## config.mk

```make
export PLATFORM = sky130hd
export DESIGN_NAME = pkt_proc_flat
export DESIGN_NICKNAME = d
export VERILOG_FILES = /design/src/rtl/pkt_proc_if.sv /design/src/rtl/pkt_proc.sv /design/src/flat_wrapper.sv
export SDC_FILE = /design/constraint.sdc
export NUM_CORES = 2
export LEC_CHECK = 0
export CORE_MARGIN = 4
export CORE_UTILIZATION = 60
export CTS_CLUSTER_DIAMETER = 200
export DETAILED_ROUTE_END_ITERATION = 7
export DONT_BUFFER_PORTS = 1
export GPL_TIMING_DRIVEN = 0
export PLACE_DENSITY_LB_ADDON = 0.2
export SYNTH_ARGS = -nofsm -noshare
export SYNTH_HDL_FRONTEND = slang
export SYNTH_SLANG_ARGS = --single-unit
```

## constraint.sdc

```tcl
create_clock -name clk -period 13.1 [get_ports clk]
set_clock_uncertainty 0.15 [all_clocks]
set_input_delay 1.31 -clock clk [delete_from_list [all_inputs] [get_ports clk]]
set_output_delay 1.31 -clock clk [all_outputs]
set_load 0.02 [all_outputs]
```

## src/rtl/pkt_proc_if.sv

```systemverilog
// Request/result handshake and memory-adapter bus of the packet processor.
// The slave side is the processor, the master side is requester plus sram.
interface pkt_proc_if;
    logic        start_i;
    logic [31:0] pkt_addr_i;
    logic        ready_o;
    logic        hit_o;
    logic [31:0] action_addr_o;
    logic        mem_ce_o;
    logic        mem_we_o;
    logic [31:0] mem_addr_o;
    logic [3:0]  mem_width_o;
    logic [31:0] mem_data_o;
    logic [31:0] mem_data_i;

    modport slave (
        input  start_i, pkt_addr_i, mem_data_i,
        output ready_o, hit_o, action_addr_o,
        output mem_ce_o, mem_we_o, mem_addr_o,
        output mem_width_o, mem_data_o
    );

    modport master (
        output start_i, pkt_addr_i, mem_data_i,
        input  ready_o, hit_o, action_addr_o,
        input  mem_ce_o, mem_we_o, mem_addr_o,
        input  mem_width_o, mem_data_o
    );
endinterface

```

## src/rtl/pkt_proc.sv

```systemverilog
// pkt_proc: walks a programmable header chain, reads a match key, writes back the action.
// Define PKT_PROC_LOOP_GUARD_EN to stop the walk after MAX_HDRS headers.
module pkt_proc #(
    parameter int          NEXT_TABLE_SIZE = 2,
    parameter int          HDR_NUM         = 16,
    parameter logic [31:0] RESULT_ADDR     = 32'd0,
    parameter int          MAX_HDRS        = 8
) (
    input  logic        clk,
    input  logic        rst,
    pkt_proc_if.slave   io,
    input  logic        proc_mod_start_i,
    input  logic [31:0] proc_mod_hit_action_addr_i,
    input  logic [31:0] proc_mod_miss_action_addr_i,
    input  logic        ps_mod_start_i,
    input  logic [3:0]  ps_mod_hdr_id_i,
    input  logic [31:0] ps_mod_hdr_len_i,
    input  logic [31:0] ps_mod_next_tag_start_i,
    input  logic [31:0] ps_mod_next_tag_len_i,
    input  logic [NEXT_TABLE_SIZE-1:0][31:0] ps_mod_next_table_i,
    input  logic        mt_mod_start_i,
    input  logic [3:0]  mt_mod_match_hdr_id_i,
    input  logic [5:0]  mt_mod_match_key_off_i,
    input  logic [5:0]  mt_mod_match_key_len_i
);

`ifdef PKT_PROC_LOOP_GUARD_EN
    localparam bit GUARD = 1'b1;
`else
    localparam bit GUARD = 1'b0;
`endif

    typedef enum logic [3:0] {
        IDLE, HDR, TAG_RD, TAG_WT, MATCH,
        KEY_RD, KEY_WT, WB, DONE
    } state_t;

    state_t state, state_nxt;

    logic [HDR_NUM-1:0] ps_valid;
    logic [HDR_NUM-1:0] parsed;
    logic [31:0] hdr_len   [HDR_NUM];
    logic [31:0] tag_start [HDR_NUM];
    logic [31:0] tag_len   [HDR_NUM];
    logic        nt_used   [HDR_NUM][NEXT_TABLE_SIZE];
    logic [15:0] nt_tag    [HDR_NUM][NEXT_TABLE_SIZE];
    logic [3:0]  nt_id     [HDR_NUM][NEXT_TABLE_SIZE];
    logic [31:0] base      [HDR_NUM];

    logic        mt_valid;
    logic [3:0]  mt_hdr;
    logic [5:0]  mt_off;
    logic [5:0]  mt_len;
    logic        proc_valid;
    logic [31:0] hit_addr;
    logic [31:0] miss_addr;

    logic [3:0]  cur_id;
    logic [31:0] cur_off;
    logic [31:0] hdr_cnt;
    logic        hit;

    logic        cfg_ok;
    logic        hdr_limit;
    logic        hdr_take;
    logic        key_ok;
    logic [15:0] tag;
    logic        found;
    logic [3:0]  found_id;
    logic [3:0]  tag_w;
    logic [3:0]  key_w;
    logic [31:0] action;

    // Shared decode: config gate, next-header scan, access widths, action select.
    always_comb begin
        cfg_ok    = (state == IDLE) || (state == DONE);
        hdr_limit = GUARD && (hdr_cnt == 32'(MAX_HDRS));
        hdr_take  = ps_valid[cur_id] && !hdr_limit;
        key_ok    = mt_valid && parsed[mt_hdr] && (mt_len != 6'd0);
        tag       = io.mem_data_i[15:0];
        found     = 1'b0;
        found_id  = '0;
        for (int i = NEXT_TABLE_SIZE - 1; i >= 0; i--) begin
            if (nt_used[cur_id][i] && nt_tag[cur_id][i] == tag) begin
                found    = 1'b1;
                found_id = nt_id[cur_id][i];
            end
        end
        tag_w  = (tag_len[cur_id] > 32'd4) ? 4'd4 : tag_len[cur_id][3:0];
        key_w  = (mt_len > 6'd4) ? 4'd4 : mt_len[3:0];
        action = proc_valid ? (hit ? hit_addr : miss_addr) : 32'd0;
    end

    // State register.
    always_ff @(posedge clk) begin
        if (rst) state <= IDLE;
        else     state <= state_nxt;
    end

    // Next state plus memory strobes and ready flag.
    always_comb begin
        state_nxt      = state;
        io.mem_ce_o    = 1'b0;
        io.mem_we_o    = 1'b0;
        io.mem_addr_o  = 32'd0;
        io.mem_width_o = 4'd0;
        io.mem_data_o  = 32'd0;
        io.ready_o     = 1'b0;
        unique case (state)
            IDLE: begin
                if (io.start_i) state_nxt = HDR;
            end
            HDR: begin
                if (!hdr_take)                   state_nxt = MATCH;
                else if (tag_len[cur_id] == '0) state_nxt = MATCH;
                else                             state_nxt = TAG_RD;
            end
            TAG_RD: begin
                io.mem_ce_o    = 1'b1;
                io.mem_addr_o  = cur_off + tag_start[cur_id];
                io.mem_width_o = tag_w;
                state_nxt      = TAG_WT;
            end
            TAG_WT: begin
                state_nxt = found ? HDR : MATCH;
            end
            MATCH: begin
                state_nxt = key_ok ? KEY_RD : WB;
            end
            KEY_RD: begin
                io.mem_ce_o    = 1'b1;
                io.mem_addr_o  = base[mt_hdr] + {26'd0, mt_off};
                io.mem_width_o = key_w;
                state_nxt      = KEY_WT;
            end
            KEY_WT: begin
                state_nxt = WB;
            end
            WB: begin
                io.mem_ce_o    = 1'b1;
                io.mem_we_o    = 1'b1;
                io.mem_addr_o  = RESULT_ADDR;
                io.mem_width_o = 4'd4;
                io.mem_data_o  = action;
                state_nxt      = DONE;
            end
            DONE: begin
                io.ready_o = 1'b1;
                if (!io.start_i) state_nxt = IDLE;
            end
            default: state_nxt = IDLE;
        endcase
    end

    // Walk cursor, parsed set, match flag and held results.
    always_ff @(posedge clk) begin
        if (rst) begin
            cur_id           <= '0;
            cur_off          <= '0;
            parsed           <= '0;
            hdr_cnt          <= '0;
            hit              <= 1'b0;
            io.hit_o         <= 1'b0;
            io.action_addr_o <= '0;
        end else begin
            case (state)
                IDLE: if (io.start_i) begin
                    cur_id           <= '0;
                    cur_off          <= io.pkt_addr_i;
                    parsed           <= '0;
                    hdr_cnt          <= '0;
                    hit              <= 1'b0;
                    io.hit_o         <= 1'b0;
                    io.action_addr_o <= '0;
                end
                HDR: if (hdr_take) begin
                    parsed[cur_id] <= 1'b1;
                    hdr_cnt        <= hdr_cnt + 32'd1;
                end
                TAG_WT: if (found) begin
                    cur_id  <= found_id;
                    cur_off <= cur_off + hdr_len[cur_id];
                end
                MATCH:  hit <= 1'b0;
                KEY_WT: hit <= 1'b1;
                WB: begin
                    io.hit_o         <= hit;
                    io.action_addr_o <= action;
                end
                default: ;
            endcase
        end
    end

    // Header base offsets; only read back for headers marked parsed.
    always_ff @(posedge clk) begin
        if (!rst && state == HDR && hdr_take) base[cur_id] <= cur_off;
    end

    // Config valid bits, cleared by reset.
    always_ff @(posedge clk) begin
        if (rst) begin
            ps_valid   <= '0;
            mt_valid   <= 1'b0;
            proc_valid <= 1'b0;
        end else if (cfg_ok) begin
            if (ps_mod_start_i)   ps_valid[ps_mod_hdr_id_i] <= 1'b1;
            if (mt_mod_start_i)   mt_valid <= 1'b1;
            if (proc_mod_start_i) proc_valid <= 1'b1;
        end
    end

    // Config payloads; NO_NEXT_HEADER entries are folded into a used flag.
    always_ff @(posedge clk) begin
        if (!rst && cfg_ok && ps_mod_start_i) begin
            hdr_len[ps_mod_hdr_id_i]   <= ps_mod_hdr_len_i;
            tag_start[ps_mod_hdr_id_i] <= ps_mod_next_tag_start_i;
            tag_len[ps_mod_hdr_id_i]   <= ps_mod_next_tag_len_i;
            for (int i = 0; i < NEXT_TABLE_SIZE; i++) begin
                nt_used[ps_mod_hdr_id_i][i] <= ~&ps_mod_next_table_i[i];
                nt_tag[ps_mod_hdr_id_i][i]  <= ps_mod_next_table_i[i][31:16];
                nt_id[ps_mod_hdr_id_i][i]   <= ps_mod_next_table_i[i][3:0];
            end
        end
        if (!rst && cfg_ok && mt_mod_start_i) begin
            mt_hdr <= mt_mod_match_hdr_id_i;
            mt_off <= mt_mod_match_key_off_i;
            mt_len <= mt_mod_match_key_len_i;
        end
        if (!rst && cfg_ok && proc_mod_start_i) begin
            hit_addr  <= proc_mod_hit_action_addr_i;
            miss_addr <= proc_mod_miss_action_addr_i;
        end
    end

endmodule

```

## src/flat_wrapper.sv

```systemverilog
// flat-port wrapper written by rule: the top's interface ports become plain ports
module pkt_proc_flat 
#(
    parameter int          NEXT_TABLE_SIZE = 2,
    parameter int          HDR_NUM         = 16,
    parameter logic [31:0] RESULT_ADDR     = 32'd0,
    parameter int          MAX_HDRS        = 8
)
  (clk, rst, proc_mod_start_i, proc_mod_hit_action_addr_i, proc_mod_miss_action_addr_i, ps_mod_start_i, ps_mod_hdr_id_i, ps_mod_hdr_len_i, ps_mod_next_tag_start_i, ps_mod_next_tag_len_i, ps_mod_next_table_i, mt_mod_start_i, mt_mod_match_hdr_id_i, mt_mod_match_key_off_i, mt_mod_match_key_len_i, io_start_i, io_pkt_addr_i, io_mem_data_i, io_ready_o, io_hit_o, io_action_addr_o, io_mem_ce_o, io_mem_we_o, io_mem_addr_o, io_mem_width_o, io_mem_data_o);
  pkt_proc_if io_i ();
  input  logic clk;
  input  logic rst;
  input  logic proc_mod_start_i;
  input  logic [31:0] proc_mod_hit_action_addr_i;
  input  logic [31:0] proc_mod_miss_action_addr_i;
  input  logic ps_mod_start_i;
  input  logic [3:0] ps_mod_hdr_id_i;
  input  logic [31:0] ps_mod_hdr_len_i;
  input  logic [31:0] ps_mod_next_tag_start_i;
  input  logic [31:0] ps_mod_next_tag_len_i;
  input  logic [NEXT_TABLE_SIZE-1:0][31:0] ps_mod_next_table_i;
  input  logic mt_mod_start_i;
  input  logic [3:0] mt_mod_match_hdr_id_i;
  input  logic [5:0] mt_mod_match_key_off_i;
  input  logic [5:0] mt_mod_match_key_len_i;
  input wire logic [$bits(io_i.start_i)-1:0] io_start_i;
  input wire logic [$bits(io_i.pkt_addr_i)-1:0] io_pkt_addr_i;
  input wire logic [$bits(io_i.mem_data_i)-1:0] io_mem_data_i;
  output wire logic [$bits(io_i.ready_o)-1:0] io_ready_o;
  output wire logic [$bits(io_i.hit_o)-1:0] io_hit_o;
  output wire logic [$bits(io_i.action_addr_o)-1:0] io_action_addr_o;
  output wire logic [$bits(io_i.mem_ce_o)-1:0] io_mem_ce_o;
  output wire logic [$bits(io_i.mem_we_o)-1:0] io_mem_we_o;
  output wire logic [$bits(io_i.mem_addr_o)-1:0] io_mem_addr_o;
  output wire logic [$bits(io_i.mem_width_o)-1:0] io_mem_width_o;
  output wire logic [$bits(io_i.mem_data_o)-1:0] io_mem_data_o;
  assign io_i.start_i = io_start_i;
  assign io_i.pkt_addr_i = io_pkt_addr_i;
  assign io_i.mem_data_i = io_mem_data_i;
  assign io_ready_o = io_i.ready_o;
  assign io_hit_o = io_i.hit_o;
  assign io_action_addr_o = io_i.action_addr_o;
  assign io_mem_ce_o = io_i.mem_ce_o;
  assign io_mem_we_o = io_i.mem_we_o;
  assign io_mem_addr_o = io_i.mem_addr_o;
  assign io_mem_width_o = io_i.mem_width_o;
  assign io_mem_data_o = io_i.mem_data_o;
  pkt_proc #(.NEXT_TABLE_SIZE(NEXT_TABLE_SIZE), .HDR_NUM(HDR_NUM), .RESULT_ADDR(RESULT_ADDR), .MAX_HDRS(MAX_HDRS)) u_core (.clk(clk), .rst(rst), .io(io_i), .proc_mod_start_i(proc_mod_start_i), .proc_mod_hit_action_addr_i(proc_mod_hit_action_addr_i), .proc_mod_miss_action_addr_i(proc_mod_miss_action_addr_i), .ps_mod_start_i(ps_mod_start_i), .ps_mod_hdr_id_i(ps_mod_hdr_id_i), .ps_mod_hdr_len_i(ps_mod_hdr_len_i), .ps_mod_next_tag_start_i(ps_mod_next_tag_start_i), .ps_mod_next_tag_len_i(ps_mod_next_tag_len_i), .ps_mod_next_table_i(ps_mod_next_table_i), .mt_mod_start_i(mt_mod_start_i), .mt_mod_match_hdr_id_i(mt_mod_match_hdr_id_i), .mt_mod_match_key_off_i(mt_mod_match_key_off_i), .mt_mod_match_key_len_i(mt_mod_match_key_len_i));
endmodule
```

==> flow_summary.rst <==
.. list-table::
   :header-rows: 1

   * - Metric
     - Value
   * - Slew Viols, Final
     - 0
   * - Largest stage delay on the critical path
     - 0.96 ns
   * - Mapped Area
     - 113000 um2
   * - Endpoint class of the critical path
     - output pin
   * - Worst hold margin
     - 0.298 ns
   * - DRT antenna net count
     - 0
   * - Vias
     - 58400
   * - H-tree depth
     - 5
   * - Synthesized netlist cell count
     - 5364
   * - Crit share post-route
     - 0.851
   * - Aggregate global-route resource usage
     - 0.311
   * - Max-capacitance violation count
     - 0
   * - Worst-path cell with the longest stage delay
     - sky130_fd_sc_hd__clkbuf_1
   * - Syn Area/Cell
     - 21.0 um2
   * - Yosys reg bits
     - 2916
   * - Final design instance area without fill
     - 128000 um2
   * - Worst vdd rail ir drop
     - 0.000116 V
   * - Status
     - finished clean
   * - Chain of cells forming the critical path
     - buf_2 -> buf_2 -> buf_2 -> buf_2 -> buf_2 -> buf_1 -> clkbuf_1 -> clkbuf_1 -> mux4_2 -> ha_1 -> a211o_1 -> a21oi_1 -> inv_1 -> nor3b_1 -> o211ai_1 -> a221oi_1 -> a21oi_1 -> a221o_1 -> or4_1 -> nand3_1
   * - Launch instance of the worst min-delay path
     - u_core.ps_valid[2]$_SDFFE_PP0P_
   * - Multi-input gate area
     - 25300 um2
   * - Half-perimeter wire length after placement
     - 195000 um
   * - Number of nets at the end of the flow
     - 6189
   * - Relative area change from synthesis to final layout
     - 13.4%
   * - Total of fill cells in the finished design
     - 11200
   * - Number of unique standard cell types used by synthesis
     - 78
   * - Most area-hungry cell type in the Yosys netlist
     - sky130_fd_sc_hd__edfxtp_1
   * - Number of cells in the design after placement
     - 7983
   * - Quantity of gates resized following cts
     - 0
   * - Num Clock Sinks
     - 2916
   * - First-pass GRT wire length
     - 424000 um
   * - Clock root cell
     - sky130_fd_sc_hd__clkbuf_16
   * - Final design utilization
     - 0.687
   * - Worst Path Arrival
     - 9.69 ns
   * - Total detailed-routing wirelength
     - 301000 um
   * - Fin. Hold Viols
     - 0
   * - Chip width
     - 441 um
   * - Via count of the first global-routing pass
     - 57800
   * - DRC Markers
     - 0
   * - Share of flip-flops with an asynchronous set or reset
     - 0
   * - Number of buffers and inverters on the critical path
     - 9
   * - Slew @ Worst Pin
     - 1.42 ns
   * - Number of buffers inserted by post-CTS setup repair
     - 0
   * - Top Family by Delay on Critical Path
     - buffers and inverters
   * - Residual overflow from global routing
     - 0
   * - Sequential cell area fraction in the yosys report
     - 0.767
   * - Leading post-synthesis cells by cell area
     - sky130_fd_sc_hd__edfxtp_1 (75%), sky130_fd_sc_hd__mux4_2 (13%), sky130_fd_sc_hd__dfxtp_1 (2.1%), sky130_fd_sc_hd__mux2i_1 (1.5%), sky130_fd_sc_hd__ha_1 (0.76%)
   * - Maximum number of pins on one net before global-route repair
     - 43
   * - DRT iter0 DRCs
     - 7690
   * - IO Port Bufs
     - 0
   * - Sequential cell area
     - 86400 um2
   * - Length of the first detailed-routing pass in iterations
     - 6
   * - Post-Place Cell Area
     - 119000 um2
   * - Net count after synthesis
     - 5749
   * - Final non-filler cell total
     - 8519
   * - Standard-cell row count
     - 158
   * - FMAX
     - 89.7 MHz
   * - Total power divided by cell area
     - 149 nW/um2
   * - Clock latency on the worst-skew pair
     - 0.95 ns
   * - Max Root-Sink Buffers
     - 4
   * - Height of the die
     - 441 um
   * - Max-slew headroom at the worst pin
     - 0.0524
   * - Static leakage
     - 0.0397 uW
   * - WS Path Type
     - reg2out
   * - Number of synthesized flops with an enable pin
     - 2800
   * - Routed wirelength normalized by instance count
     - 35.4 um
   * - Routability Congestion
     - 0.926
   * - Hold buffers post-CTS
     - 0
   * - Clock transition at the registers of the reported paths
     - 0.06 ns
   * - Classification of the worst-slack hold path
     - reg2reg
   * - Average via count per standard cell
     - 6.86
   * - Initial cell density of the core
     - 0.606
   * - Area of the die
     - 195000 um2
   * - Critical Path Fanout Max
     - 10
   * - Register-to-register path setup slack
     - 4.52 ns
   * - Boundary Pins
     - 418
   * - Top FF cell, synth
     - sky130_fd_sc_hd__edfxtp_1
   * - Yosys warning count
     - 0
   * - Antenna violations before repair
     - 23
   * - Finish-stage setup viols
     - 0
   * - Dominant cell type by count on the critical path
     - sky130_fd_sc_hd__buf_2
   * - Share of cells above drive strength 1
     - 0.226
   * - Clock buffer count from CTS
     - 299
   * - CTS tree
     - yes
   * - Standard cell core area
     - 186000 um2
   * - Aggregate negative setup slack
     - 0 ns
   * - Proportion of netlist area held by the largest area contributor
     - 0.746
   * - Startpoint Class
     - register
   * - Min Clock Period, post-route
     - 11.15 ns
   * - Unrepaired setup endpoints after global routing
     - no
   * - Data required time of the critical path
     - 11.64 ns
registers in the layout, summed over array words and instances (netlist names), 6 cells and up, named ones only:
name	cells
u_core.tag_len	512
u_core.base	512
u_core.tag_start	512
u_core.mt_off	6
u_core.miss_addr	32
u_core.hit_addr	32
u_core.hdr_len	512
u_core.cur_off	32
u_core.io.action_addr_o	32
u_core.parsed	16
u_core.nt_used	32
u_core.ps_valid	16
u_core.nt_tag	512
u_core.nt_id	128
u_core.mt_len	6
report_power, final:
group	internal [uW]	switching, uW	total, uW
combinational	272	405	678
clock	4520	3400	7930
sequential	10300	104	10400
total	15100	3910	19000
cell families (layout without fill, tap and decap cells):
logic type,after synthesis,count (layout),synth area share
compound gates,452,452,0.0264
xor+xnor,111,111,0.00863
fa+ha+maj,71,71,0.00808
buf+inv,260,915,0.0109
flops,2916,2916,0.767
mux,837,837,0.147
other cells,1,21,0.0000333
simple gates,716,716,0.0326
layout make-up:
type,count,share of cell area
sequential,2916,0.677
multi-input combinational,2188,0.198
clock buffer,372,0.0616
tap,2480,0.0243
timing repair buffer,139,0.0213
buffer,233,0.00880
clock inverter,144,0.00829
inverter,27,0.000794
antenna,20,0.000392
through the flow:
stage / total power [uW] / worst slack, ns
after floorplan: 11100 / 4.66
after global placement: 11300 / -3.24
after detailed placement: 11300 / 2.94
after CTS: 19100 / 1.92
after global routing: 19600 / 1.63
final: 19000 / 1.95
cell usage after synthesis (47+ instances only):
cell,n
sky130_fd_sc_hd__mux2i_1,172
sky130_fd_sc_hd__xnor2_1,64
sky130_fd_sc_hd__xor2_1,47
sky130_fd_sc_hd__nand2_1,111
sky130_fd_sc_hd__o21ai_0,54
sky130_fd_sc_hd__mux4_2,648
sky130_fd_sc_hd__nand3_1,47
sky130_fd_sc_hd__edfxtp_1,2800
sky130_fd_sc_hd__dfxtp_1,116
sky130_fd_sc_hd__ha_1,68
sky130_fd_sc_hd__a21oi_1,137
sky130_fd_sc_hd__nor3_1,63
sky130_fd_sc_hd__buf_2,82
sky130_fd_sc_hd__clkbuf_1,98
sky130_fd_sc_hd__nor2_1,217
sky130_fd_sc_hd__nor4_1,89
sky130_fd_sc_hd__a21o_1,47
placed cells by master, fill, tap and decap left out, types with 64 or more instances in the layout:
cell type,Yosys,routed
sky130_fd_sc_hd__edfxtp_1,2800,2800
sky130_fd_sc_hd__mux4_2,648,648
sky130_fd_sc_hd__clkbuf_16,0,304
sky130_fd_sc_hd__nor2_1,217,189
sky130_fd_sc_hd__mux2i_1,172,172
sky130_fd_sc_hd__clkbuf_1,98,165
sky130_fd_sc_hd__a21oi_1,137,137
sky130_fd_sc_hd__dfxtp_1,116,116
sky130_fd_sc_hd__nand2_1,111,111
sky130_fd_sc_hd__buf_12,0,107
sky130_fd_sc_hd__nor4_1,89,89
sky130_fd_sc_hd__buf_2,82,82
sky130_fd_sc_hd__ha_1,68,68
sky130_fd_sc_hd__xnor2_1,64,64
metal layers:
layer  up-vias  wire length, um  GRT usage
met5         -               27          0
met4         4            12800      0.123
met3       679            31000     0.0675
met2      3759           149000      0.501
met1     30600           109000      0.421
li1      23300                -          -
final timing paths:
kind,endpoint,depth (start not counted)
setup / recovery,io_mem_addr_o[31],20
hold reg to reg,u_core.ps_valid[2]$_SDFFE_PP0P_,1
hold / removal,u_core.ps_valid[2]$_SDFFE_PP0P_,1
setup reg to reg,u_core.cur_off[20]$_SDFFE_PP0N_,20
Note: power is estimated with default switching activity, not from simulation.
